==> config.mk <==
export PLATFORM = sky130hd
export DESIGN_NAME = bus_protocol_master_flat
export DESIGN_NICKNAME = d
export VERILOG_FILES = /design/src/rtl/bus_protocol_master_if.sv /design/src/rtl/bus_protocol_master.sv /design/src/flat_wrapper.sv
export SDC_FILE = /design/constraint.sdc
export NUM_CORES = 1
export LEC_CHECK = 0
export CORE_MARGIN = 3
export CORE_UTILIZATION = 30
export CTS_CLUSTER_DIAMETER = 120
export DETAILED_ROUTE_END_ITERATION = 16
export PLACE_DENSITY_LB_ADDON = 0.15
export SYNTH_ARGS = -nofsm -noshare
export SYNTH_HDL_FRONTEND = slang
export SYNTH_SLANG_ARGS = --single-unit
export TNS_END_PERCENT = 30
==> constraint.sdc <==
create_clock -name clk -period 6.23 [get_ports clk]
set_input_delay 1.246 -clock clk [delete_from_list [all_inputs] [get_ports clk]]
set_output_delay 1.246 -clock clk [all_outputs]
set_load 0.01 [all_outputs]
==> src/rtl/bus_protocol_master_if.sv <==
// Byte-stream ports of bus_protocol_master: upstream valid/ready input and the dValid/dAck bus.
interface bus_protocol_master_if;
  logic       in_valid;
  logic       in_ready;
  logic [7:0] in_data;
  logic       dValid;
  logic       dAck;
  logic [7:0] data;

  modport master (
    input  in_valid,
    input  in_data,
    input  dAck,
    output in_ready,
    output dValid,
    output data
  );

  modport slave (
    output in_valid,
    output in_data,
    output dAck,
    input  in_ready,
    input  dValid,
    input  data
  );
endinterface

==> src/rtl/bus_protocol_master.sv <==
// Transmit master for the dValid/dAck byte bus: buffers upstream bytes in a FIFO and
// sends each as one 2..4-cycle dValid window, flagging early acks and timeouts.
module bus_protocol_master #(
  parameter int unsigned DEPTH = 4,
  parameter int unsigned CW    = $clog2(DEPTH) + 1
) (
  input  logic                  clk,
  input  logic                  reset,
  bus_protocol_master_if.master bus,
  output logic                  xfer_done,
  output logic                  timeout_err,
  output logic                  early_ack_err,
  output logic [CW-1:0]         fifo_count
);

  localparam int unsigned AW   = $clog2(DEPTH);
  localparam int unsigned CNTW = 3;

  typedef enum logic {
    IDLE = 1'b0,
    SEND = 1'b1
  } state_t;

  logic [7:0]      mem [DEPTH];
  logic [AW-1:0]   wr_ptr;
  logic [AW-1:0]   rd_ptr;
  state_t          state;
  logic [CNTW-1:0] cnt;
  logic            dvalid_q;
  logic [7:0]      data_q;
  logic            ready_c;
  logic            push;
  logic            pop;

  // Readiness comes from the registered count only, never from in_valid.
  assign ready_c      = (fifo_count < CW'(DEPTH));
  assign push         = bus.in_valid && ready_c;
  assign pop          = (state == IDLE) && (fifo_count != '0);

  assign bus.in_ready = ready_c;
  assign bus.dValid   = dvalid_q;
  assign bus.data     = data_q;

  // Byte storage; entries are only read after being written, so no reset needed.
  always_ff @(posedge clk) begin
    if (push) begin
      mem[wr_ptr] <= bus.in_data;
    end
  end

  // FIFO pointers and occupancy; DEPTH is a power of two so pointers wrap naturally.
  always_ff @(posedge clk) begin
    if (reset) begin
      wr_ptr     <= '0;
      rd_ptr     <= '0;
      fifo_count <= '0;
    end else begin
      if (push) begin
        wr_ptr <= wr_ptr + AW'(1);
      end
      if (pop) begin
        rd_ptr <= rd_ptr + AW'(1);
      end
      case ({push, pop})
        2'b10:   fifo_count <= fifo_count + CW'(1);
        2'b01:   fifo_count <= fifo_count - CW'(1);
        default: fifo_count <= fifo_count;
      endcase
    end
  end

  // Transfer sequencer: cnt is the index of the current dValid cycle (1..4).
  always_ff @(posedge clk) begin
    if (reset) begin
      state         <= IDLE;
      cnt           <= '0;
      dvalid_q      <= 1'b0;
      data_q        <= 8'h00;
      xfer_done     <= 1'b0;
      timeout_err   <= 1'b0;
      early_ack_err <= 1'b0;
    end else begin
      xfer_done     <= 1'b0;
      timeout_err   <= 1'b0;
      early_ack_err <= 1'b0;
      unique case (state)
        IDLE: begin
          if (pop) begin
            data_q   <= mem[rd_ptr];
            dvalid_q <= 1'b1;
            cnt      <= CNTW'(1);
            state    <= SEND;
          end
        end
        SEND: begin
          if (bus.dAck && (cnt == CNTW'(1))) begin
            // Target acked before it could have sampled the byte; keep driving.
            early_ack_err <= 1'b1;
            cnt           <= CNTW'(2);
          end else if (bus.dAck) begin
            dvalid_q  <= 1'b0;
            xfer_done <= 1'b1;
            state     <= IDLE;
          end else if (cnt == CNTW'(4)) begin
            dvalid_q    <= 1'b0;
            timeout_err <= 1'b1;
            state       <= IDLE;
          end else begin
            cnt <= cnt + CNTW'(1);
          end
        end
        default: state <= IDLE;
      endcase
    end
  end

  // Bus-rule invariants.
  assert property (@(posedge clk) disable iff (reset) !(xfer_done && timeout_err));
  assert property (@(posedge clk) disable iff (reset) !(xfer_done && early_ack_err));
  assert property (@(posedge clk) disable iff (reset)
                   dvalid_q |-> ((cnt != '0) && (cnt <= CNTW'(4))));

endmodule

==> src/flat_wrapper.sv <==
// flat-port wrapper written by rule: the top's interface ports become plain ports
module bus_protocol_master_flat 
#(
  parameter int unsigned DEPTH = 4,
  parameter int unsigned CW    = $clog2(DEPTH) + 1
)
  (clk, reset, xfer_done, timeout_err, early_ack_err, fifo_count, bus_in_valid, bus_in_data, bus_dAck, bus_in_ready, bus_dValid, bus_data);
  bus_protocol_master_if bus_i ();
  input  logic clk;
  input  logic reset;
  output logic xfer_done;
  output logic timeout_err;
  output logic early_ack_err;
  output logic [CW-1:0] fifo_count;
  input wire logic [$bits(bus_i.in_valid)-1:0] bus_in_valid;
  input wire logic [$bits(bus_i.in_data)-1:0] bus_in_data;
  input wire logic [$bits(bus_i.dAck)-1:0] bus_dAck;
  output wire logic [$bits(bus_i.in_ready)-1:0] bus_in_ready;
  output wire logic [$bits(bus_i.dValid)-1:0] bus_dValid;
  output wire logic [$bits(bus_i.data)-1:0] bus_data;
  assign bus_i.in_valid = bus_in_valid;
  assign bus_i.in_data = bus_in_data;
  assign bus_i.dAck = bus_dAck;
  assign bus_in_ready = bus_i.in_ready;
  assign bus_dValid = bus_i.dValid;
  assign bus_data = bus_i.data;
  bus_protocol_master #(.DEPTH(DEPTH), .CW(CW)) u_core (.clk(clk), .reset(reset), .bus(bus_i), .xfer_done(xfer_done), .timeout_err(timeout_err), .early_ack_err(early_ack_err), .fifo_count(fifo_count));
endmodule
==> results.md <==
- Post-CTS sizing: 0
- Post-synth top area share: 43.4%
- Routed wl met3: 194 um
- Final WL: 4.04 mm
- Max cap viols: 0
- Setup TNS: 0 ns
- Leading area contributor after synthesis: edfxtp_1
- Crit path top cell by count: inv_1
- DR WL/cell: 13.9 um
- Vias in the first global route: 1315
- Crit. End Element: register
- Total setup buffers inserted after CTS: 0
- Synthesis-to-finish area growth: 20.2%
- Met2 WL: 1.97 mm
- Hpwl dp: 2.82 mm
- Hold Fails Final Rpt: 0
- Synthesized cell area: 0.00222 mm^2
- Nets@finish: 214
- Startpoint type of the worst setup path: primary input
- Share of layout cells above drive strength 1: 10.3%
- Top Metal Used: met4
- Gpl congestion: 0.665
- Iter 0 DRT Violations: 71
- Remaining Overflow, GRT: 0
- Worst VDD drop: 0.129 mV
- DRC viols: 0
- Power Total: 1.09 mW
- LEAKAGE: 0.891 nW
- Min Hold Slack: 0.462 ns
- Avg Cell Area, Syn: 13.3 um^2
- Critical-path top delay cell: clkdlybuf4s50_1
- Post-synth EDFFs: 32
- First-pass GRT wire length: 6.61 mm
- Pwr/cell area: 408 mW/mm^2
- TritonCTS clock tree: yes
- Worst min path class: reg -> reg
- CP Buf/Inv Count: 3
- Met1 WL: 1.83 mm
- Slew headroom: 44.5%
- Ys Warns: 0
- Worst Path Arrival: 3.15 ns
- Clk_lat worst skew: 0.30 ns
- Hold_buf cts: 0
- Synth Instances: 166
- Post-synthesis register bit count: 55
- Status: finished, final reports clean
- Most frequent cell after synthesis: edfxtp_1
- Total GRT Usage: 10.3%
- Max Clk Rate: 342 MHz
- Initial antenna violation count: 0
- CP delay by family, top: simple AND/OR/NAND/NOR gates
- Fraction of the cycle the final worst path needs: 46.9%
- Via Count: 1288
- Ys flop type: edfxtp_1
- Kind of critical path: in -> reg
- Diodes inserted: 0
- Site Rows: 30
- Sink count of the clock tree: 55
- Antenna viol nets, final: 0
- I/O pins: 28
- TritonRoute pass-1 iters: 4
- Largest net degree at the start of global routing: 22
- Die height: 91.9 um
- Synth area leaders: edfxtp_1 (43%), dfxtp_1 (21%), mux4_2 (8.1%)
- Final Skew: 0.00982 ns
- Seq/Total Area, Yosys: 64.1%
- # H-tree levels: 2
- Min Tclk post-route: 2.92 ns
- Number of CTS-inserted buffers: 5
- Peak fanout along the critical path: 8
- Die area: 0.00845 mm^2
- Synth cell types: 32
- Fin worst setup slack: 3.31 ns
- Worst Path Required: 6.46 ns
- Final setup vio count: 0
- Slowest stage delay, CP: 0.46 ns
- Syn nets: 187
- Die Width: 91.9 um
- Final Core Density: 38.2%
- Ys async rst share: 0%
- Slew @ Worst Pin: 0.830 ns
- Starting density of the core: 31.7%
- CORE AREA: 0.00698 mm^2
- RSZ-0062 raised after global routing: no
- Slew Limit Fails: 0
- I/O Buffers: 27
- Worst slack at placement: 2.97 ns
- Post-synth top cells: edfxtp_1 (32), dfxtp_1 (23), nand2_1 (19), a21oi_1 (13), inv_1 (12)
- Clock Tree Root: clkbuf_8
- Max Root-Sink Buffers: 2
- Crit path cell chain: clkdlybuf4s50_1, nor2b_1, inv_1, ha_1, inv_1, fa_1, xor2_1, or3_1, a21oi_1
- Via-per-instance ratio: 4.44
- Clock-pin transition on the worst setup and hold timing paths: 0.10 ns
-- area by class of cell --
class	instances	area [um^2]
clock inverter	3	22.5
timing repair buffer	27	270
tap	96	120
multi-input combinational	92	716
inverter	12	45.0
clock buffer	5	68.8
sequential	55	1420
fill	705	4320
-- per-stage QoR --
stage                     cell area (um^2)  cells
after floorplan                       2220    166
after global placement                2570    282
after detailed placement              2570    282
after CTS                             2660    290
after global routing                  2660    290
final                                 2660    290
-- where the power goes --
group / total, mW / internal [mW] / switching [mW]
clock network: 0.200 / 0.0816 / 0.118
logic: 0.369 / 0.183 / 0.186
registers: 0.518 / 0.456 / 0.0613
-- metal layers --
metal,vias to the layer above,GRT usage [%]
li1,634,-
met1,623,12.3
met2,27,17.5
met3,4,3.20
met4,0,3.84
met5,-,0
-- worst min-delay path: cells and delay by family, from the launching register on --
kind,cells,cell delay (ns)
AOI/OAI and AO/OA,1,0.05
DFF,1,0.32
and+or+nand+nor,1,0.05
-- cell families after synthesis --
family                     synth area share, %
adders and majority gates                 5.42
xor gates and xnor gates                  1.98
AOI/OAI and AO/OA                         5.70
and+or+nand+nor                           11.1
DFF                                       64.1
buffers and inverters                     3.56
muxes                                     8.13
-- path summary, 6_finish.rpt --
path	from	to	slack, ns	cells past startpoint
worst max register to register	u_core.fifo_count[2]$_SDFFE_PP0P_	u_core.fifo_count[2]$_SDFFE_PP0P_	3.55	9
worst min-delay path	u_core.bus.data[2]$_SDFFE_PP0P_	u_core.bus.data[2]$_SDFFE_PP0P_	0.46	2
worst min register to register	u_core.bus.data[2]$_SDFFE_PP0P_	u_core.bus.data[2]$_SDFFE_PP0P_	0.46	2
worst max-delay path	bus_in_valid	u_core.fifo_count[2]$_SDFFE_PP0P_	3.31	9
-- sequential cells by signal, summed over array words and instances, names as in the netlist --
signal / cells
u_core.xfer_done: 1
u_core.bus.data: 8
u_core.cnt: 3
u_core.timeout_err: 1
u_core.mem: 32
u_core.bus.dValid: 1
u_core.wr_ptr: 2
u_core.fifo_count: 3
u_core.state: 1
u_core.early_ack_err: 1
u_core.rd_ptr: 2
-- cell usage in the layout (no fill, tap or decap), types with 2 or more instances in the layout --
| master | netlist | final |
|---|---|---|
| xnor2_1 | 3 | 3 |
| o21ai_0 | 3 | 3 |
| a21oi_1 | 13 | 13 |
| clkbuf_8 | 0 | 5 |
| and2_1 | 4 | 4 |
| nor2b_1 | 3 | 3 |
| nor2_1 | 9 | 9 |
| xor2_1 | 2 | 2 |
| a211oi_1 | 2 | 2 |
| edfxtp_1 | 32 | 32 |
| nor3b_1 | 2 | 2 |
| inv_6 | 0 | 2 |
| nand2_1 | 19 | 19 |
| dfxtp_1 | 23 | 23 |
| clkdlybuf4s50_1 | 0 | 27 |
| mux4_2 | 8 | 8 |
| inv_1 | 12 | 12 |
| ha_1 | 8 | 8 |
| nor3_1 | 3 | 3 |
Power figures use the tool's default switching activity.
